File: src/rtl/alu_pkg.sv
// Shared opcode and FSM state definitions for the sequential ALU.
package alu_pkg;

    localparam logic [2:0] OP_ADD = 3'b000;
    localparam logic [2:0] OP_SUB = 3'b001;
    localparam logic [2:0] OP_AND = 3'b010;
    localparam logic [2:0] OP_OR  = 3'b011;
    localparam logic [2:0] OP_NEG = 3'b100;
    localparam logic [2:0] OP_XOR = 3'b101;
    localparam logic [2:0] OP_MUL = 3'b110;
    localparam logic [2:0] OP_ILL = 3'b111;

    typedef enum logic [1:0] {
        ST_IDLE = 2'b00,
        ST_EXEC = 2'b01,
        ST_MUL  = 2'b10,
        ST_DONE = 2'b11
    } state_t;

endpackage

File: src/rtl/shift_add_mul.sv
// Iterative unsigned shift-add multiplier: one partial product per cycle.
// o_done_c and o_product_c are valid together on the final iteration cycle.
module shift_add_mul
    import alu_pkg::*;
#(
    parameter int unsigned WIDTH = 4
) (
    input  logic                 clk,
    input  logic                 reset,
    input  logic                 i_start,
    input  logic [WIDTH-1:0]     i_a,
    input  logic [WIDTH-1:0]     i_b,
    output logic                 o_done_c,
    output logic [2*WIDTH-1:0]   o_product_c
);

    localparam int unsigned CNT_W = $clog2(WIDTH + 1);
    localparam int unsigned PW    = 2 * WIDTH;

    logic             r_busy;
    logic [CNT_W-1:0] r_cnt;
    logic [PW-1:0]    r_mcand;
    logic [PW-1:0]    r_acc;
    logic [WIDTH-1:0] r_mplier;
    logic [PW-1:0]    w_acc_next;

    // Accumulate the multiplicand whenever the current multiplier LSB is set.
    assign w_acc_next  = r_acc + (r_mplier[0] ? r_mcand : '0);
    assign o_done_c    = r_busy && (r_cnt == CNT_W'(WIDTH - 1));
    assign o_product_c = w_acc_next;

    always_ff @(posedge clk) begin
        if (reset) begin
            r_busy   <= 1'b0;
            r_cnt    <= '0;
            r_mcand  <= '0;
            r_acc    <= '0;
            r_mplier <= '0;
        end else if (i_start) begin
            r_busy   <= 1'b1;
            r_cnt    <= '0;
            r_mcand  <= PW'(i_a);
            r_acc    <= '0;
            r_mplier <= i_b;
        end else if (r_busy) begin
            r_acc    <= w_acc_next;
            r_mcand  <= r_mcand << 1;
            r_mplier <= r_mplier >> 1;
            if (o_done_c) begin
                r_busy <= 1'b0;
                r_cnt  <= '0;
            end else begin
                r_cnt  <= r_cnt + CNT_W'(1);
            end
        end
    end

endmodule

File: src/rtl/alu_seq_unit.sv
// Clocked opcode-select ALU with valid/ready handshakes on operands and result.
// Single-cycle ops go through EXEC; MUL runs the iterative multiplier.
module alu_seq_unit
    import alu_pkg::*;
#(
    parameter int unsigned WIDTH = 4
) (
    input  logic                 clk,
    input  logic                 reset,
    input  logic                 in_valid,
    output logic                 in_ready,
    input  logic [WIDTH-1:0]     a,
    input  logic [WIDTH-1:0]     b,
    input  logic                 cin,
    input  logic [2:0]           sel,
    output logic                 out_valid,
    input  logic                 out_ready,
    output logic [2*WIDTH-1:0]   result,
    output logic                 cout,
    output logic                 err
);

    localparam int unsigned RW = 2 * WIDTH;
    localparam int unsigned SW = WIDTH + 1;

    state_t           r_state;
    logic [WIDTH-1:0] r_a;
    logic [WIDTH-1:0] r_b;
    logic             r_cin;
    logic [2:0]       r_sel;
    logic [RW-1:0]    r_result;
    logic             r_cout;
    logic             r_err;
    logic             r_out_valid;

    logic             w_accept;
    logic             w_mul_start;
    logic             w_mul_done;
    logic [RW-1:0]    w_mul_product;
    logic [SW-1:0]    w_sum;
    logic [SW-1:0]    w_diff;
    logic [WIDTH-1:0] w_neg;
    logic [RW-1:0]    w_alu_result;
    logic             w_alu_cout;
    logic             w_alu_err;

    assign in_ready    = (r_state == ST_IDLE);
    assign w_accept    = in_valid && in_ready;
    assign w_mul_start = w_accept && (sel == OP_MUL);

    assign out_valid = r_out_valid;
    assign result    = r_result;
    assign cout      = r_cout;
    assign err       = r_err;

    shift_add_mul #(
        .WIDTH (WIDTH)
    ) u_mul (
        .clk         (clk),
        .reset       (reset),
        .i_start     (w_mul_start),
        .i_a         (a),
        .i_b         (b),
        .o_done_c    (w_mul_done),
        .o_product_c (w_mul_product)
    );

    // Top bit of the extended sum/difference is the carry/borrow.
    assign w_sum  = {1'b0, r_a} + {1'b0, r_b} + SW'(r_cin);
    assign w_diff = {1'b0, r_a} - {1'b0, r_b} - SW'(r_cin);
    assign w_neg  = ~r_b + WIDTH'(1);

    always_comb begin
        w_alu_result = '0;
        w_alu_cout   = 1'b0;
        w_alu_err    = 1'b0;
        case (r_sel)
            OP_ADD: begin
                w_alu_result = RW'(w_sum);
                w_alu_cout   = w_sum[WIDTH];
            end
            OP_SUB: begin
                w_alu_result = RW'(w_diff);
                w_alu_cout   = w_diff[WIDTH];
            end
            OP_AND:  w_alu_result = RW'(r_a & r_b);
            OP_OR:   w_alu_result = RW'(r_a | r_b);
            OP_XOR:  w_alu_result = RW'(r_a ^ r_b);
            OP_NEG:  w_alu_result = RW'(w_neg);
            OP_ILL:  w_alu_err    = 1'b1;
            default: ;
        endcase
    end

    always_ff @(posedge clk) begin
        if (reset) begin
            r_state     <= ST_IDLE;
            r_a         <= '0;
            r_b         <= '0;
            r_cin       <= 1'b0;
            r_sel       <= '0;
            r_result    <= '0;
            r_cout      <= 1'b0;
            r_err       <= 1'b0;
            r_out_valid <= 1'b0;
        end else begin
            case (r_state)
                ST_IDLE: begin
                    if (in_valid) begin
                        r_a     <= a;
                        r_b     <= b;
                        r_cin   <= cin;
                        r_sel   <= sel;
                        r_state <= (sel == OP_MUL) ? ST_MUL : ST_EXEC;
                    end
                end
                ST_EXEC: begin
                    r_result    <= w_alu_result;
                    r_cout      <= w_alu_cout;
                    r_err       <= w_alu_err;
                    r_out_valid <= 1'b1;
                    r_state     <= ST_DONE;
                end
                ST_MUL: begin
                    if (w_mul_done) begin
                        r_result    <= w_mul_product;
                        r_cout      <= 1'b0;
                        r_err       <= 1'b0;
                        r_out_valid <= 1'b1;
                        r_state     <= ST_DONE;
                    end
                end
                ST_DONE: begin
                    // Result stays frozen until the consumer takes it.
                    if (out_ready) begin
                        r_out_valid <= 1'b0;
                        r_state     <= ST_IDLE;
                    end
                end
                default: r_state <= ST_IDLE;
            endcase
        end
    end

endmodule
File: config.mk
export PLATFORM = sky130hd
export DESIGN_NAME = alu_seq_unit
export DESIGN_NICKNAME = d
export VERILOG_FILES = /design/src/rtl/alu_pkg.sv /design/src/rtl/shift_add_mul.sv /design/src/rtl/alu_seq_unit.sv
export SDC_FILE = /design/constraint.sdc
export NUM_CORES = 1
export LEC_CHECK = 0
export ABC_AREA = 1
export CAP_MARGIN = 20
export CELL_PAD_IN_SITES_DETAIL_PLACEMENT = 1
export CELL_PAD_IN_SITES_GLOBAL_PLACEMENT = 1
export CORE_MARGIN = 5
export CORE_UTILIZATION = 34
export CTS_CLUSTER_DIAMETER = 30
export DETAILED_ROUTE_END_ITERATION = 7
export GPL_TIMING_DRIVEN = 0
export PLACE_DENSITY = 0.74
export SLEW_MARGIN = 20
export SYNTH_ARGS = -nofsm -noshare
export SYNTH_HDL_FRONTEND = slang
export SYNTH_HIERARCHICAL = 1
export SYNTH_SLANG_ARGS = --single-unit
File: constraint.sdc
create_clock -name clk -period 2.57 [get_ports clk]
set_input_delay 0.3855 -clock clk [delete_from_list [all_inputs] [get_ports clk]]
set_output_delay 0.3855 -clock clk [all_outputs]
set_load 0.05 [all_outputs]
# --- After elaboration in Yosys (flattened, before gate mapping) ---
# Cells that the tools add are included.
totals:
  ff_bits: 49
  latchBits: 0
  ramBits: 0
  mem_bits_ro: 0
  inputBits: 16
  memories: 0
classes:
  n_addsub: 7
  n_mul: 0
  n_div: 0
  magnitude_cmp: 0
  eq_ne: 14
  shifts: 0
  n_mux: 25
  bitwise: 4
  n_reduce_logical: 13
ops:
  columns: ["operator", "count"]
  rows:
  - ["$pmux 5 s6", 1]
  - ["$mux 4", 4]
  - ["$mux 8", 2]
  - ["$pmux 8 s2", 1]
  - ["$eq 3x3->1 const B", 4]
  - ["$eq 3x2->1 const B", 3]
  - ["$add 8x8->8", 1]
  - ["$mux 2", 4]
  - ["$pmux 2 s4", 1]
  - ["$mux 1", 7]
  - ["$pmux 1 s2", 3]
  - ["$reduce_and 3->1", 2]
  - ["$add 4x4->5", 1]
  - ["$add 5x1->5", 1]
  - ["$sub 4x4->5", 1]
  - ["$sub 5x1->5", 1]
  - ["$add 4x1->4 const B", 1]
  - ["$and 4x4->4", 1]
  - ["$eq 2x2->1 const B", 2]
  - ["$ne 2x2->1 const B", 2]
  - ["$not 4->4", 1]
  - ["$or 4x4->4", 1]
  - ["$reduce_and 2->1", 2]
  - ["$reduce_bool 2->1", 2]
  - ["12 further kinds", 14]

# --- Logic depth before layout (Yosys ltp) ---
# Gate-level depths: netlist of the first run.
logic_depth:
  ltp_word: 5
  depth_mapped: 15
  mapped_depth_nobuf: 14

# --- Cells and area by module ---
# Netlist of the first run, hierarchy kept.
modules_own_cells:
  columns: ["mod", "instances", "cells_per_inst", "area_per_inst_um2", "seq_area_each_um2"]
  rows:
  - ["alu_seq_unit", 1, 248, 1760.4, 500.5]
  - ["shift_add_mul", 1, 196, 1365.1, 480.5]

# --- Worst setup path after synthesis of the first run ---
# No wires, ideal clock.
synth_path:
  path_type: "flip-flop to flip-flop"
  from: "register r_state[0]"
  to: "register u_mul.r_mcand[1]"
  setup_time_ps: 70
  arrival_time_ps: 2061
  path_slack_ps: 440
  path_stages_with_launch: 13
  n_path_buf: 2
  path_cell_list: "dfxtp_1 inv_1 ha_1 nand2_1 clkbuf_1 nor2_1 buf_6 inv_4 nand2_4 inv_2 o21ai_1 o21ai_1 a21oi_1"
synth_via:
  elab_chain_cells: 4
synth_lines:
  columns: ["element", "line", "text"]
  rows:
  - ["from (decl)", "alu_seq_unit.sv:26", "state_t r_state;"]
  - ["from (signal assigned)", "alu_seq_unit.sv:114", "r_state <= (sel == OP_MUL) ? ST_MUL : ST_EXEC;"]
  - ["$logic_not 2->1 (*)", "alu_seq_unit.sv:47", "assign in_ready = (r_state == ST_IDLE);"]
  - ["named net in_ready", "alu_seq_unit.sv:11", "output logic in_ready,"]
  - ["$logic_and 1x1->1 (*)", "alu_seq_unit.sv:48", "assign w_accept = in_valid && in_ready;"]
  - ["$logic_and 1x1->1 (*)", "alu_seq_unit.sv:49", "assign w_mul_start = w_accept && (sel == OP_MUL);"]
  - ["named net w_mul_start", "alu_seq_unit.sv:37", "logic w_mul_start;"]
  - ["$mux 4 / $reduce_bool 2->1 (equally long branches)", null, null]
  - ["to (signal assigned)", "shift_add_mul.sv:42", "r_mcand <= PW'(i_a);"]
  - ["to (signal assigned)", "shift_add_mul.sv:47", "r_mcand <= r_mcand << 1;"]
  - ["to (decl)", "shift_add_mul.sv:22", "logic [PW-1:0] r_mcand;"]
# The timed path passes the listed nets; every way through them passes the cells marked *.
# A chain may end at the register's enable or synchronous reset.

# --- Final worst setup path of the first run ---
layout_path:
  from: "register r_state[0]"
  to: "register u_mul.r_mplier[2]"
layout_via:
  elab_chain_cells: 4
layout_lines:
  columns: ["element", "line", "text"]
  rows:
  - ["$logic_not 2->1 (*)", "alu_seq_unit.sv:47", null]
  - ["$logic_and 1x1->1 (*)", "alu_seq_unit.sv:48", null]
  - ["$logic_and 1x1->1 (*)", "alu_seq_unit.sv:49", null]
  - ["named net w_mul_start", "alu_seq_unit.sv:37", null]
  - ["$mux 4 / $reduce_bool 2->1 (equally long branches)", null, null]
  - ["to (signal assigned)", "shift_add_mul.sv:44", "r_mplier <= i_b;"]
  - ["to (signal assigned)", "shift_add_mul.sv:48", "r_mplier <= r_mplier >> 1;"]
  - ["to (decl)", "shift_add_mul.sv:24", "logic [WIDTH-1:0] r_mplier;"]
# Marked as above.

==> impl_results.rst, run 1 <==
.. list-table::
   :header-rows: 1

   * - Metric
     - Value
   * - Crit path buf inv count
     - 5
   * - Count of antenna diodes in the layout
     - 0
   * - Area growth from synthesis to final layout
     - 16.0%
   * - First-pass GRT wire length
     - 14,400 microns
   * - Critical Path Most Common Cell
     - o21ai_1
   * - Crit path to
     - u_mul/r_mplier[2]
   * - Number of primary I/O pins
     - 28
   * - Total Die Area
     - 0.0112 sq mm
   * - Crit. Startpoint
     - r_state[0]
   * - Class of the most critical hold timing path
     - flop to flop
   * - Number of slew-limit violations in the final report
     - 0
   * - Post-Synth Adder-Cell Area
     - 13.4%
   * - First-pass iteration count of the detailed router
     - 4
   * - Sink count of the clock tree
     - 49
   * - Final critical-path setup slack
     - approximately 260 ps
   * - Post-DP HPWL
     - 6920 microns
   * - Area after detailed placement
     - 0.00353 sq mm
   * - Die Width
     - 106 microns
   * - Worst relative slew slack
     - 62.2%
   * - Cell variety after synth
     - 36
   * - Area of all placed cells without fillers
     - roughly 0.0036 sq mm
   * - Result of the run
     - finished, final reports clean
   * - Hold Violations, Final
     - 0
   * - Most used DFF post-synth
     - dfxtp_1
   * - Port Buffer Count
     - 27
   * - Post-layout instance count excluding filler cells
     - between 500 and 600
   * - All-layer global routing usage
     - 15.8%
   * - Share of the cycle needed by the critical path after routing
     - 89.8%
   * - Reg2reg start
     - r_state[0]
   * - Average wire per standard cell
     - 14.6 microns
   * - IR Drop Worst-Case VDD
     - 0.000401 V
   * - Core footprint
     - 0.00911 sq mm
   * - Remaining DRCs
     - 0
   * - Cells after Synth
     - 444
   * - Clock period minus final worst setup slack
     - around 2300 ps
   * - Crit. End Element
     - flop
   * - Count of hold buffers inserted by post-cts repair
     - 0
   * - Gates resized, CTS repair
     - 0
   * - Leakage
     - 1.68 nW
   * - Number of vias after detailed routing
     - 2,956
   * - Net count after synthesis
     - 491
   * - Worst-case clock skew
     - 11.8 ps
   * - Share of the synthesized area in the top cell type
     - 31.4%
   * - Setup slack on the worst flop-to-flop path
     - roughly 260 ps
   * - Root cell of the clock tree
     - clkbuf_8
   * - Die Span Y
     - 106 microns
   * - Critical Path Max Stage Delay
     - 420 ps
   * - Reg2reg path depth
     - 12
   * - Complex-gate fraction of the synthesized area
     - 17.1%
   * - Placed instance count
     - 582
   * - Number of antenna violations at the first check in global routing
     - 0
   * - Multiplexer share of the synthesized area
     - 0%
   * - Largest family of logic cells by synthesized area
     - simple AND/OR/NAND/NOR gates
   * - 1st-iter DRT viols
     - 88
   * - Cell Chain, Critical Path
     - inv_1, ha_1, nand2_1, clkbuf_1, nor2_1, buf_6, inv_4, nand2_4, inv_2, o21ai_1, o21ai_1, a21oi_1
   * - Setup TNS after final layout
     - 0 ps
   * - Maximum number of pins on one net before global-route repair
     - 17
   * - Number of setup buffers added after CTS
     - 0
   * - Pre-CTS worst setup slack
     - 176 ps
   * - Via density per instance
     - 5.01
   * - Fraction of registers with async set/reset
     - 0%
   * - Synth area leader
     - dfxtp_1
   * - Critical Path Start Type
     - flop
   * - Total congestion overflow
     - 0
   * - Simple-gate area share of the yosys netlist
     - around 25%
   * - Power Dens Cells
     - around 830 mW/mm^2
   * - Remaining antenna violation count
     - 0
   * - Largest fanout on the critical path
     - 10
   * - Synthesis warning total
     - 6
   * - H-tree levels
     - 2
   * - Net count reported at finish
     - 525
   * - Slew at the pin with the worst max-slew slack
     - 566 ps
   * - # Max-Cap Violations
     - 0
   * - Total standard cell area after synthesis
     - 0.00313 sq mm
   * - Total power draw
     - about 0.003 W
   * - Achievable clock frequency
     - between 0.4 and 0.5 GHz
   * - Clock latency of the later-clocked register in the worst-skew pair
     - 320 ps
   * - Average cell area after synthesis
     - roughly 7.0 sq um
   * - Fraction of layout cells with a size suffix above 1
     - 8.35%
   * - Routed wire length
     - 8620 microns
   * - Starting density of the core
     - 34.3%
   * - Critical-path top delay cell
     - clkbuf_1
   * - XOR/XNOR Fraction of Synth Area
     - 1.40%
   * - GPL Wtd Cong
     - about 0.81
   * - Number of enable-type register cells in the synthesized netlist
     - 0
   * - Data required time at the worst endpoint
     - 2770 ps
   * - Via count of the first global-routing pass
     - around 3k
   * - Total CTS buffers
     - 5
   * - Clock transition at the registers of the reported paths
     - around 100 ps
   * - RSZ-0062 raised after global routing
     - no
   * - Type of the worst setup path
     - flop to flop
   * - Data arrival time of the critical path
     - 2510 ps
   * - Clock tree from TritonCTS
     - yes
   * - Post-synthesis sequential element count
     - 49
   * - Number of rows in the core area
     - 35
   * - Number of cells on the critical path
     - 12
   * - Most area-consuming cells after synthesis
     - dfxtp_1 (31%), nand2_1 (11%), ha_1 (11%)
   * - Final setup fails
     - 0
   * - Clk buf depth
     - 2
   * - Worst reg2reg path endpoint
     - u_mul/r_mplier[2]
   * - Kind of cell adding the most delay to the critical path
     - buffers and inverters
   * - Post-synthesis sequential area ratio
     - 31.4%
==> worst min path at each step <==
stage | from | cells after the start | slack [ps] | endpoint
after floorplan | u_mul/r_cnt[2] | 2 | 430 | u_mul/r_cnt[2]
after global placement | u_mul/r_cnt[2] | 2 | 440 | u_mul/r_cnt[2]
after detailed placement | u_mul/r_cnt[2] | 2 | 450 | u_mul/r_cnt[2]
after CTS | u_mul/r_cnt[2] | 2 | 460 | u_mul/r_cnt[2]
after global routing | result[7] | 2 | 480 | result[7]
final | u_mul/r_cnt[2] | 2 | 470 | u_mul/r_cnt[2]
==> where the power goes <==
group | internal, W | leakage (nW) | switching, W
logic | 0.000536 | 1.23 | 0.00101
clock network | 0.000194 | 0.0445 | 0.000288
registers | 0.000892 | 0.400 | 0.000106
==> layer usage <==
layer / global-route usage [%] / vias up / routed length [microns]
li1: - / 1500 / -
met1: 20.8 / 1419 / 4230
met2: 27.2 / 30 / 4080
met3: 2.76 / 7 / 239
met4: 3.33 / 0 / 69
met5: 0 / - / 0
==> registers in the layout, summed over array words and instances (netlist names) <==
name            cells
result              8
u_mul/r_acc         8
u_mul/r_mcand       8
r_a                 4
r_b                 4
u_mul/r_mplier      4
r_sel               3
u_mul/r_cnt         3
r_state             2
cout                1
err                 1
out_valid           1
r_cin               1
u_mul/r_busy        1
==> cell usage after synthesis (3+ instances only) <==
cell type / n
a31oi_1: 4
nand2_1: 93
a21oi_2: 4
xnor2_1: 3
nand4_1: 7
nor2_1: 38
dfxtp_1: 49
fa_1: 4
inv_2: 7
a21oi_1: 40
buf_2: 3
inv_1: 59
buf_6: 6
clkbuf_1: 4
nor3_1: 3
o21ai_1: 11
nand3_1: 26
ha_1: 27
o21ai_0: 30
o221ai_1: 4
==> final cells by class <==
class	instances	area, sq um
tap	111	139
timing repair buffer	27	270
sequential	49	981
fill	1168	5480
clock inverter	3	21.3
clock buffer	5	68.8
buffer	14	105
multi-input combinational	312	1780
inverter	69	264
==> per-stage QoR <==
step                      hold WS (ps)  utilization, %
after floorplan                    430               -
after global placement             443            38.8
after detailed placement           447            38.8
after CTS                          464            39.8
after global routing               478            39.8
final                              466            39.8
==> cell families (layout without fill, tap and decap cells) <==
kind of cell | count (synthesis) | count (layout)
simple gates | 179 | 179
compound gates | 97 | 97
buf+inv | 83 | 118
flops | 49 | 49
fa+ha+maj | 31 | 31
xor+xnor | 5 | 5
==> cell usage in the layout (no fill, tap or decap), types with 3 or more instances in the layout <==
| master | netlist | routed |
|---|---|---|
| fa_1 | 4 | 4 |
| a31oi_1 | 4 | 4 |
| inv_1 | 59 | 59 |
| clkdlybuf4s50_1 | 0 | 27 |
| clkbuf_8 | 0 | 5 |
| nand2_1 | 93 | 93 |
| nor3_1 | 3 | 3 |
| clkbuf_1 | 4 | 4 |
| xnor2_1 | 3 | 3 |
| buf_6 | 6 | 6 |
| inv_2 | 7 | 7 |
| buf_2 | 3 | 3 |
| o21ai_1 | 11 | 11 |
| a21oi_2 | 4 | 4 |
| nand4_1 | 7 | 7 |
| nand3_1 | 26 | 26 |
| o221ai_1 | 4 | 4 |
| ha_1 | 27 | 27 |
| o21ai_0 | 30 | 30 |
| a21oi_1 | 40 | 40 |
| nor2_1 | 38 | 38 |
| dfxtp_1 | 49 | 49 |
==> worst min-delay path, stage by stage (launching register included) <==
cell,delay [ps]
dfxtp_1,340
nand2_1,60
nor2_1,30
Power figures use the tool's default switching activity.
==> run 2, diff against run 1 <==
Settings changed: CAP_MARGIN 20 to 30, CTS_CLUSTER_DIAMETER 30 to not set, GPL_ROUTABILITY_DRIVEN set to 0.
==> impl_results.rst, run 2 (synthesis results as in run 1) <==
.. list-table::
   :header-rows: 1

   * - Metric
     - Value
   * - IR Drop Worst-Case VDD
     - 0.000295 V (-26%)
   * - Data required time at the worst endpoint
     - 2180 ps (-590 ps)
   * - Number of vias after detailed routing
     - 2,928 (-0.95%)
   * - Remaining DRCs
     - 0 (unchanged)
   * - Data arrival time of the critical path
     - 1860 ps (-650 ps)
   * - Via density per instance
     - 4.97 (-0.78%)
   * - Largest fanout on the critical path
     - 6 (-4)
   * - H-tree levels
     - 2 (unchanged)
   * - Area growth from synthesis to final layout
     - 15.7%
   * - Clock period minus final worst setup slack
     - 2250 ps (-59.4 ps)
   * - 1st-iter DRT viols
     - 85 (-3.4%)
   * - Average wire per standard cell
     - 14.8 microns (+1.6%)
   * - Critical-path top delay cell
     - clkdlybuf4s50_1
   * - Most frequent cells in the layout
     - nand2_1 (93), inv_1 (59), dfxtp_1 (49)
   * - Die Span Y
     - 106 microns (unchanged)
   * - Total power draw
     - 0.00301 W (-0.36%)
   * - Share of the cycle needed by the critical path after routing
     - 87.5% (-2.3 points)
   * - Power Dens Cells
     - 833 mW/mm^2 (-0.15%)
   * - Crit path to
     - in_ready
   * - Port Buffer Count
     - 27 (unchanged)
   * - Result of the run
     - finished, final reports clean
   * - Routed wire length
     - 8740 microns (+1.5%)
   * - Crit. Startpoint
     - r_state[1]
   * - Most common cell after layout, fill and taps aside
     - nand2_1
   * - Setup slack on the worst flop-to-flop path
     - 360 ps (+100 ps)
   * - Total congestion overflow
     - 0 (unchanged)
   * - Slew at the pin with the worst max-slew slack
     - 578 ps (+12.3 ps)
   * - Root cell of the clock tree
     - clkbuf_8
   * - Clk buf depth
     - 2 (unchanged)
   * - Total CTS buffers
     - 5 (unchanged)
   * - Crit. End Element
     - primary output
   * - # Max-Cap Violations
     - 0 (unchanged)
   * - All-layer global routing usage
     - 16.4% (+0.58 points)
   * - Number of rows in the core area
     - 35 (unchanged)
   * - Core footprint
     - 0.00911 sq mm (unchanged)
   * - Sink count of the clock tree
     - 49 (unchanged)
   * - Clock latency of the later-clocked register in the worst-skew pair
     - 310 ps (about the same)
   * - First-pass GRT wire length
     - 15,000 microns (+4.3%)
   * - Remaining antenna violation count
     - 0 (unchanged)
   * - Clock tree from TritonCTS
     - yes
   * - Worst-case clock skew
     - 5.63 ps (-6.15 ps)
   * - Die Width
     - 106 microns (unchanged)
   * - RSZ-0062 raised after global routing
     - no
   * - Critical Path Start Type
     - flop
   * - Critical Path Max Stage Delay
     - 840 ps (+420 ps)
   * - Net count reported at finish
     - 524 (-0.19%)
   * - Reg2reg path depth
     - 11 (-1)
   * - Worst relative slew slack
     - 61.4% (-0.80 points)
   * - Reg2reg start
     - r_a[0]
   * - Final setup fails
     - 0 (unchanged)
   * - Maximum number of pins on one net before global-route repair
     - 16 (-1)
   * - Fraction of layout cells with a size suffix above 1
     - 8.16% (-0.19 points)
   * - Number of primary I/O pins
     - 28 (unchanged)
   * - Achievable clock frequency
     - 0.445 GHz (+2.6%)
   * - Starting density of the core
     - 34.3% (unchanged)
   * - Via count of the first global-routing pass
     - 3,090 (+2.6%)
   * - Worst reg2reg path endpoint
     - cout
   * - Clock transition at the registers of the reported paths
     - 100 ps (about the same)
   * - Cell Chain, Critical Path
     - inv_1, ha_1, clkdlybuf4s50_1
   * - Fillers
     - 1,163 (-0.43%)
   * - Setup TNS after final layout
     - 0 ps (unchanged)
   * - Number of antenna violations at the first check in global routing
     - 0 (unchanged)
   * - Type of the worst setup path
     - flop to primary output
   * - Count of antenna diodes in the layout
     - 0 (unchanged)
   * - Leakage
     - 1.68 nW (about the same)
   * - Post-DP HPWL
     - 7140 microns (+3.2%)
   * - Number of slew-limit violations in the final report
     - 0 (unchanged)
   * - Start point of the worst hold path
     - u_mul/r_cnt[2]
   * - Hold Violations, Final
     - 0 (unchanged)
   * - First-pass iteration count of the detailed router
     - 4 (unchanged)
   * - Total Die Area
     - 0.0112 sq mm (unchanged)
   * - Gates resized, CTS repair
     - 0 (unchanged)
   * - Class of the most critical hold timing path
     - flop to flop
run 2: cell types whose count changed in the layout (fill, tap and decap cells not counted), sizes merged:
cell,change
clkinvlp,-1
run 2: worst max-delay path: cells and delay by family, from the launching register on:
family | cells | cell delay, ps
DFF | 1 | 360
buffers and inverters | 2 | 930
adders and majority gates | 1 | 260
run 2: final cells by class:
cell class / count / area [sq um] / area share, %
Inverter: 69 / 264 / 7.30
Clock inverter: 2 / 13.8 / 0.380
Multi-Input combinational cell: 312 / 1780 / 49.1
Sequential cell: 49 / 981 / 27.1
Clock buffer: 6 / 72.6 / 2.01
Tap cell: 111 / 139 / 3.84
Timing Repair Buffer: 27 / 270 / 7.47
Buffer: 13 / 101 / 2.80
run 2: worst min path at each step:
stage | to | slack [ps] | cells after the start
4_1_cts | result[6] | 470 | 2
3_5_place_dp | result[6] | 460 | 2
2_1_floorplan | u_mul/r_cnt[2] | 430 | 2
3_3_place_gp | u_mul/r_cnt[2] | 440 | 2
5_1_grt | result[6] | 490 | 2
6_report | u_mul/r_cnt[2] | 470 | 2
run 2: layer usage:
layer / routed length (microns) / GRT usage [%] / share of wire (%)
met5: 0 / 0 / 0
met4: 111 / 3.70 / 1.3
met3: 326 / 2.69 / 3.7
met2: 4170 / 28.3 / 48
met1: 4140 / 21.4 / 47
run 2: stage by stage:
stage | setup slack, ps | hold WS [ps] | util (%) | cells | cell area, sq um
2_1_floorplan | 440 | 430 | - | 444 | 3130
3_3_place_gp | 237 | 440 | 38.8 | 582 | 3530
3_5_place_dp | 199 | 456 | 38.8 | 582 | 3530
4_1_cts | 246 | 473 | 39.8 | 590 | 3620
5_1_grt | 131 | 489 | 39.7 | 589 | 3620
6_report | 322 | 470 | 39.7 | 589 | 3620
run 2: power by group:
part	total (W)	switching [W]	internal, W
Sequential	0.000994	0.000102	0.000892
Combinational	0.00154	0.00100	0.000538
Clock	0.000476	0.000281	0.000195
run 2: repair_timing:
item                                    CTS  global route
hold buffers                              0             0
endpoints found under the setup margin    0             3
buffers inserted                          0             0
